<file path="src/rtl/lsu.sv">
// Load/store unit: one transaction at a time, IDLE -> (REQ -> WAIT) -> DONE.
// Sub-word stores are lane-aligned with a byte mask; loads are realigned and extended on return.
module lsu (
  input  logic        clk,
  input  logic        rst_n,
  input  logic        in_valid,
  output logic        in_ready,
  input  logic        is_load,
  input  logic        is_store,
  input  logic [2:0]  funct3,
  input  logic [31:0] addr,
  input  logic [31:0] wdata,
  output logic        mem_req_valid,
  input  logic        mem_req_ready,
  output logic [31:0] mem_addr,
  output logic        mem_wen,
  output logic [3:0]  mem_wmask,
  output logic [31:0] mem_wdata,
  input  logic        mem_resp_valid,
  input  logic [31:0] mem_rdata,
  output logic        out_valid,
  input  logic        out_ready,
  output logic [31:0] out_data,
  output logic        out_err
);

  typedef enum logic [1:0] {S_IDLE, S_REQ, S_WAIT, S_DONE} state_t;

  function automatic logic access_error(input logic ld, input logic st,
                                        input logic [2:0] f3, input logic [1:0] off);
    logic bad;
    bad = ld & st;
    case (f3)
      3'b000, 3'b100: ;
      3'b001, 3'b101: bad = bad | off[0];
      3'b010:         bad = bad | (off != 2'b00);
      default:        bad = 1'b1;
    endcase
    return bad;
  endfunction

  function automatic logic [3:0] store_mask(input logic [2:0] f3, input logic [1:0] off);
    logic [3:0] m;
    case (f3[1:0])
      2'b00:   m = 4'b0001 << off;
      2'b01:   m = 4'b0011 << off;
      default: m = 4'b1111;
    endcase
    return m;
  endfunction

  function automatic logic [31:0] load_extract(input logic [2:0] f3, input logic [1:0] off,
                                               input logic [31:0] rd);
    logic [31:0] s;
    logic [31:0] r;
    s = rd >> {off, 3'b000};
    case (f3)
      3'b000:  r = {{24{s[7]}}, s[7:0]};
      3'b001:  r = {{16{s[15]}}, s[15:0]};
      3'b100:  r = {24'd0, s[7:0]};
      3'b101:  r = {16'd0, s[15:0]};
      default: r = s;
    endcase
    return r;
  endfunction

  state_t      state_q;
  logic        in_ready_q;
  logic        load_q;
  logic [2:0]  f3_q;
  logic [1:0]  off_q;
  logic        mem_req_valid_q;
  logic [31:0] mem_addr_q;
  logic        mem_wen_q;
  logic [3:0]  mem_wmask_q;
  logic [31:0] mem_wdata_q;
  logic        out_valid_q;
  logic [31:0] out_data_q;
  logic        out_err_q;

  logic        req_err_d;
  logic [3:0]  wmask_d;
  logic [31:0] wdata_d;
  logic [31:0] rdata_d;

  always_comb begin
    req_err_d = access_error(is_load, is_store, funct3, addr[1:0]);
    wmask_d   = is_store ? store_mask(funct3, addr[1:0]) : 4'b0000;
    wdata_d   = wdata << {addr[1:0], 3'b000};
    rdata_d   = load_q ? load_extract(f3_q, off_q, mem_rdata) : 32'd0;
  end

  // Every output is a register; a reset in any state drops the transaction.
  always_ff @(posedge clk or negedge rst_n) begin
    if (!rst_n) begin
      state_q         <= S_IDLE;
      in_ready_q      <= 1'b1;
      load_q          <= 1'b0;
      f3_q            <= 3'b000;
      off_q           <= 2'b00;
      mem_req_valid_q <= 1'b0;
      mem_addr_q      <= 32'd0;
      mem_wen_q       <= 1'b0;
      mem_wmask_q     <= 4'b0000;
      mem_wdata_q     <= 32'd0;
      out_valid_q     <= 1'b0;
      out_data_q      <= 32'd0;
      out_err_q       <= 1'b0;
    end else begin
      case (state_q)
        S_IDLE: begin
          if (in_valid) begin
            in_ready_q <= 1'b0;
            load_q     <= is_load;
            f3_q       <= funct3;
            off_q      <= addr[1:0];
            if (!is_load && !is_store) begin
              state_q     <= S_DONE;
              out_valid_q <= 1'b1;
              out_data_q  <= addr;
              out_err_q   <= 1'b0;
            end else if (req_err_d) begin
              state_q     <= S_DONE;
              out_valid_q <= 1'b1;
              out_data_q  <= 32'd0;
              out_err_q   <= 1'b1;
            end else begin
              state_q         <= S_REQ;
              mem_req_valid_q <= 1'b1;
              mem_addr_q      <= {addr[31:2], 2'b00};
              mem_wen_q       <= is_store;
              mem_wmask_q     <= wmask_d;
              mem_wdata_q     <= wdata_d;
            end
          end
        end
        S_REQ: begin
          if (mem_req_ready) begin
            state_q         <= S_WAIT;
            mem_req_valid_q <= 1'b0;
            mem_wen_q       <= 1'b0;
            mem_wmask_q     <= 4'b0000;
          end
        end
        S_WAIT: begin
          if (mem_resp_valid) begin
            state_q     <= S_DONE;
            out_valid_q <= 1'b1;
            out_data_q  <= rdata_d;
            out_err_q   <= 1'b0;
          end
        end
        S_DONE: begin
          if (out_ready) begin
            state_q     <= S_IDLE;
            out_valid_q <= 1'b0;
            in_ready_q  <= 1'b1;
          end
        end
        default: begin
          state_q    <= S_IDLE;
          in_ready_q <= 1'b1;
        end
      endcase
    end
  end

  assign in_ready      = in_ready_q;
  assign mem_req_valid = mem_req_valid_q;
  assign mem_addr      = mem_addr_q;
  assign mem_wen       = mem_wen_q;
  assign mem_wmask     = mem_wmask_q;
  assign mem_wdata     = mem_wdata_q;
  assign out_valid     = out_valid_q;
  assign out_data      = out_data_q;
  assign out_err       = out_err_q;

endmodule

</file>
<file path="config.mk">
export PLATFORM = sky130hd
export DESIGN_NAME = lsu
export DESIGN_NICKNAME = d
export VERILOG_FILES = /design/src/rtl/lsu.sv
export SDC_FILE = /design/constraint.sdc
export NUM_CORES = 1
export LEC_CHECK = 0
export CELL_PAD_IN_SITES_DETAIL_PLACEMENT = 1
export CELL_PAD_IN_SITES_GLOBAL_PLACEMENT = 1
export CORE_ASPECT_RATIO = 1.1
export CORE_MARGIN = 2
export CORE_UTILIZATION = 30
export DETAILED_ROUTE_END_ITERATION = 8
export GPL_TIMING_DRIVEN = 0
export PLACE_DENSITY = 0.84
export SLEW_MARGIN = 25
export SYNTH_ARGS = -nofsm -noshare
export SYNTH_HDL_FRONTEND = slang
export SYNTH_SLANG_ARGS = --single-unit
</file>
<file path="constraint.sdc">
create_clock -name clk -period 1.8 [get_ports clk]
set_input_delay 0.36 -clock clk [delete_from_list [all_inputs] [get_ports clk]]
set_output_delay 0.36 -clock clk [all_outputs]
set_load 0.02 [all_outputs]
</file>
Word-level counts from Yosys, hierarchy flattened
Index checks and enable logic that the tools add are counted.
- logic and storage cells: 105
- output and inout bits: 105
- register bits after elaboration: 111
- reductions and logical operators: 21
- muxes and demuxes: 44
- shift-type cells: 4
- equal/unequal tests: 18
- bitwise operators: 5
- operators by type and width (cell ; number):
    32-bit 2-to-1 mux ; 5
    32-bit one-hot mux with 4 select lines ; 1
    32-bit one-hot mux with 2 select lines ; 1
    32-bit by 5-bit << shifter with 32-bit output ; 1
    32-bit by 5-bit right shift with 32-bit output ; 1
    4-bit 2-to-1 mux ; 5
    1-bit 2-to-1 mux ; 17
    4-bit one-hot mux with 2 select lines ; 2
    3-bit == test, second input constant ; 4
    2-bit 2-to-1 mux ; 6
    2-bit != test, second input constant ; 6
    4-bit AND reduction ; 3
    5-bit AND reduction ; 2
    1-bit one-hot mux with 2 select lines ; 4
    2-bit one-hot mux with 4 select lines ; 1
    2-bit nonzero test ; 4
    3-bit by 1-bit == test with 1-bit output, second input constant ; 2
    3-bit logical NOT ; 2
    1-bit one-hot mux with 3 select lines ; 2
    2-bit by 1-bit == test with 1-bit output, second input constant ; 2
    2-bit == test, second input constant ; 2
    2-bit logical NOT ; 2
    2-bit OR reduction ; 2
    1-bit by 2-bit << shifter with 4-bit output, first input constant ; 1
    other kinds (11) ; 14

Longest topological paths before layout
- depth after elaboration: 7
- depth in mapped cells: 8
- mapped depth without buffers: 6

Worst setup path before layout
Ideal clock, no wire load.
- path kind: reg2reg
- start point: register state_q[0]
- end point: register out_data_q[15], in the netlist out_data[15]
- stages on the path, launching flop included: 9
- required time: 1.675 ns
- clock period less this slack: 1.999 ns
- setup slack: -0.199 ns
- path buffers: 2
- arrival: 1.874 ns
- path through: dfrtp_1 > inv_1 > ha_1 > clkbuf_1 > or2_2 > nand2_1 > a21oi_4 > buf_6 > mux2_2
- word-level cells in the longest chain between the ends: 3
- elaborated cells on any way between the ends: 8
- those cells by class: eq/ne (4); mux (1); reduce/logical (3)
- RTL lines (what ; line ; RTL):
    start: declaration ; 67 ; state_t state_q;
    start signal: assignment ; 96 ; state_q <= S_IDLE;
    start signal: assignment ; 118 ; state_q <= S_DONE;
    start signal: assignment ; 123 ; state_q <= S_DONE;
    2-bit == test / 2-bit logical NOT (equally long branches) ; 110 ; case (state_q)
    2-bit != test (no line), or another cell as far along ; - ;
    4-bit AND reduction (no line) ; - ;
    end signal: assignment ; 120 ; out_data_q <= addr;
    end signal: assignment ; 149 ; out_data_q <= rdata_d;
    end: declaration ; 78 ; logic [31:0] out_data_q;
Several ways; a longest one is shown, not always the timed one.
A chain may end at the register's enable or synchronous reset.

Worst setup path after layout
- start point: register state_q[0]
- end point: register out_data_q[29], in the netlist out_data[29]
The elaborated chain is that of the path after synthesis.

==> metrics <==
max-slew violations 0; H-tree Lvls 3; critical path class reg2reg; Startpoint Class register; die width approximately 140 microns; Critical Path, Cell by Cell inv_2 > ha_2 > buf_8 > buf_6 > nand2_8 > nor3_4 > o211ai_1 > clkdlybuf4s15_2 > a32oi_1; routed wire length per instance 22.3 microns; row cnt 53; first-pass GRT wire length 36,100 microns; Setup TNS -1.37 ns; Tot GR Track Use between 20% and 30%; Tot Pwr about 15 mW; DRC violations left 0; unrepaired setup endpoints after global routing true; Post-synth EDFFs 0; routed via count between 5,000 and 6,000; core area 19,200 sq um; Gate Count Post-Synth 618; initial antenna violation count 2; vias in the first global route 6,252; hpwl dp ~17,000 microns; Crit path required time 2.08 ns; pre-CTS WS -0.904 ns; clk_lat worst skew approximately 0.37 ns; initial core utilization about 31%; Layout area overhead 62.8%; Sink Count about 110; RR Startpoint state_q[0]; DR iter-0 viols around 360; Final ANT Viol Nets 0; largest net degree at the start of global routing 60; Slew HR 49.2%; total grt overflow 0; final hold slack approximately 0.39 ns; CP arrival about 2.2 ns; die area about 21,000 sq um; YS warnings 0; worst hold path class in2reg; clock-pin transition on the worst setup and hold timing paths 0.08 ns; VDD IR max about 0.71 mV; worst path bufs/invs 4; fin worst setup slack -0.0843 ns; Post-Route WL ~25,000 microns; violated checks negative setup slack; skew final around 0.016 ns; Tmin final 1.88 ns; Fill cells 2,147; largest stage delay on the critical path approximately 0.4 ns; Avg Vias per Cell 5.32; clk buf depth 2; Async SR Flop Fraction 100%; Post-synth top flop dfrtp_1; I/O pin total about 210; Crit. Startpoint state_q[0]; delay-heaviest family, CP buffers and inverters; count of input and output buffers 207; CTS tree built; Max stage delay cell, worst path dfrtp_1; Root Buffer clkbuf_16; FF+latch count, synth 111; Die H 151 microns; drt first pass iters 4; PD cells between 1500 and 2000 nW/um^2; final RePlAce weighted congestion between 0.8 and 0.9; # setup viols final 33; status finished, violations left; final hold vios 0; CP Max Fanout 6; Cell Area, Synth 5930 sq um; final period utilization 105%; Unique masters post-synth 58; Final nets between 900 and 1,000; Pleak between 4 and 5 nW; measured slew at the worst slew-check pin 0.763 ns; cts bufs inserted 9; sequential cell area fraction in the yosys report a little under half; Hold Crit Start funct3[1]; achievable frequency 531 MHz; max-cap violation count 0; Synth Area per Inst just under 10 sq um; layout cells sized above 1 about 23%; Worst setup EP type register
final cells by class:
cell class                 count  area, sq um  area share, %
sequential                   111         2780           28.8
timing repair buffer         248         2540           26.3
clock inverter                 6         55.1          0.570
buffer                        40          357           3.69
inverter                      23         90.1          0.933
clock buffer                   9          225           2.33
tap                          247          309           3.20
multi-input combinational    441         3300           34.1
antenna                        2         5.00         0.0518
cell usage after synthesis (2+ instances only):
| library cell | n | area (sq um) |
|---|---|---|
| o21ai_0 | 15 | 75.1 |
| mux2_1 | 12 | 135 |
| nand2b_1 | 5 | 31.3 |
| a32oi_1 | 16 | 140 |
| xor2_1 | 2 | 17.5 |
| mux2i_1 | 37 | 370 |
| buf_4 | 3 | 22.5 |
| a21boi_2 | 2 | 22.5 |
| o211ai_1 | 3 | 22.5 |
| clkbuf_1 | 19 | 71.3 |
| buf_6 | 5 | 56.3 |
| ha_1 | 4 | 50.1 |
| nor2_1 | 29 | 109 |
| nand3_1 | 9 | 45.0 |
| a221oi_1 | 15 | 131 |
| o21a_1 | 2 | 15.0 |
| nand4_1 | 3 | 18.8 |
| o22ai_1 | 2 | 12.5 |
| inv_1 | 22 | 82.6 |
| a211oi_1 | 19 | 143 |
| nand2_1 | 151 | 567 |
| mux2_2 | 25 | 282 |
| o31ai_1 | 17 | 128 |
| a21oi_1 | 22 | 110 |
| nor2b_1 | 11 | 68.8 |
| a21o_1 | 2 | 15.0 |
| a32o_1 | 7 | 70.1 |
| buf_2 | 12 | 60.1 |
| buf_1 | 4 | 15.0 |
| dfrtp_1 | 110 | 2750 |
| nor3_1 | 5 | 25.0 |
| and2_1 | 2 | 12.5 |
metal layers:
metal,GRT usage (%),vias to the layer above,part of all wire [%]
met1,27.6,3021,42
met3,5.09,37,5.3
li1,-,2704,-
met2,38.6,232,50
met5,0,-,0
met4,7.81,0,2.3
placed cells by master (no fill, tap or decap), types with 3 or more instances in the layout:
cell type / n
inv_1: 20
dlymetal6s2s_1: 3
o31ai_1: 14
nand3_1: 9
a32o_1: 7
nand4_1: 3
nor2_2: 3
buf_6: 11
mux2i_1: 36
nand2_2: 14
o211ai_1: 3
a211oi_1: 12
a221oi_1: 12
nor2b_1: 10
nand2b_1: 4
o31ai_2: 3
a221oi_2: 3
a211oi_2: 7
mux2_2: 13
clkdlybuf4s50_1: 195
nor2_4: 4
clkinvlp_4: 3
dfrtp_1: 108
a32oi_2: 4
mux2_4: 24
buf_12: 6
clkbuf_2: 7
a21oi_1: 21
buf_4: 33
nor2_1: 22
dlygate4sd2_1: 8
o21ai_0: 15
nand2_4: 4
clkbuf_16: 12
a32oi_1: 12
buf_2: 6
nand2_1: 131
buf_1: 3
buf_8: 7
state kept, by name, indices dropped and copies added, names as in the netlist, 2 cells and up:
| register | count |
|---|---|
| mem_wdata | 32 |
| out_data | 32 |
| mem_addr | 30 |
| mem_wmask | 4 |
| f3_q | 3 |
| off_q | 2 |
| state_q | 2 |
worst reg2reg max path, delay by kind of cell, from the launching register on:
kind                       cells  cell delay [ns]
DFF                            1             0.40
adders and majority gates      1             0.18
AOI/OAI and AO/OA              2             0.43
buffers and inverters          4             0.65
and+or+nand+nor                2             0.17
cells by family after synthesis:
group | share of synthesized area, %
other cells | 0.0632
compound gates | 16.6
simple gates | 16.2
mux | 13.6
buf+inv | 5.34
flops | 46.8
xor+xnor | 0.443
fa+ha+maj | 0.844
final timing paths:
kind / end / slack (ns) / depth (start not counted)
worst min-delay path: f3_q[1] / 0.39 / 2
min in group asynchronous: mem_addr[17] / 0.50 / 2
worst min register to register: mem_addr[13] / 0.47 / 2
worst max-delay path: out_data[29] / -0.08 / 9
worst max register to register: out_data[29] / -0.08 / 9
max in group asynchronous: mem_wdata[21] / 0.64 / 3
power breakdown:
group,switching (mW),total (mW),internal (mW)
sequential,0.728,4.26,3.54
clock,1.07,2.03,0.963
combinational,4.66,9.18,4.53
stage by stage:
stage,cells,cell area [sq um],utilization [%]
global route,1126,9650,50.2
finish,1127,9660,50.2
detailed placement,1074,8400,43.7
floorplan,619,5990,-
CTS,1108,9100,47.3
global placement,1073,8370,43.5
timing repair:
action / in CTS / in global routing
buffers inserted: 18 / 14
gates resized for setup: 75 / 108
hold endpoints to repair: 51 / 0
pin swaps: 10 / 32
endpoints found under the setup margin: 105 / 102
cloned: 3 / 4
hold buffers: 1 / 0
Power figures use the tool's default switching activity.
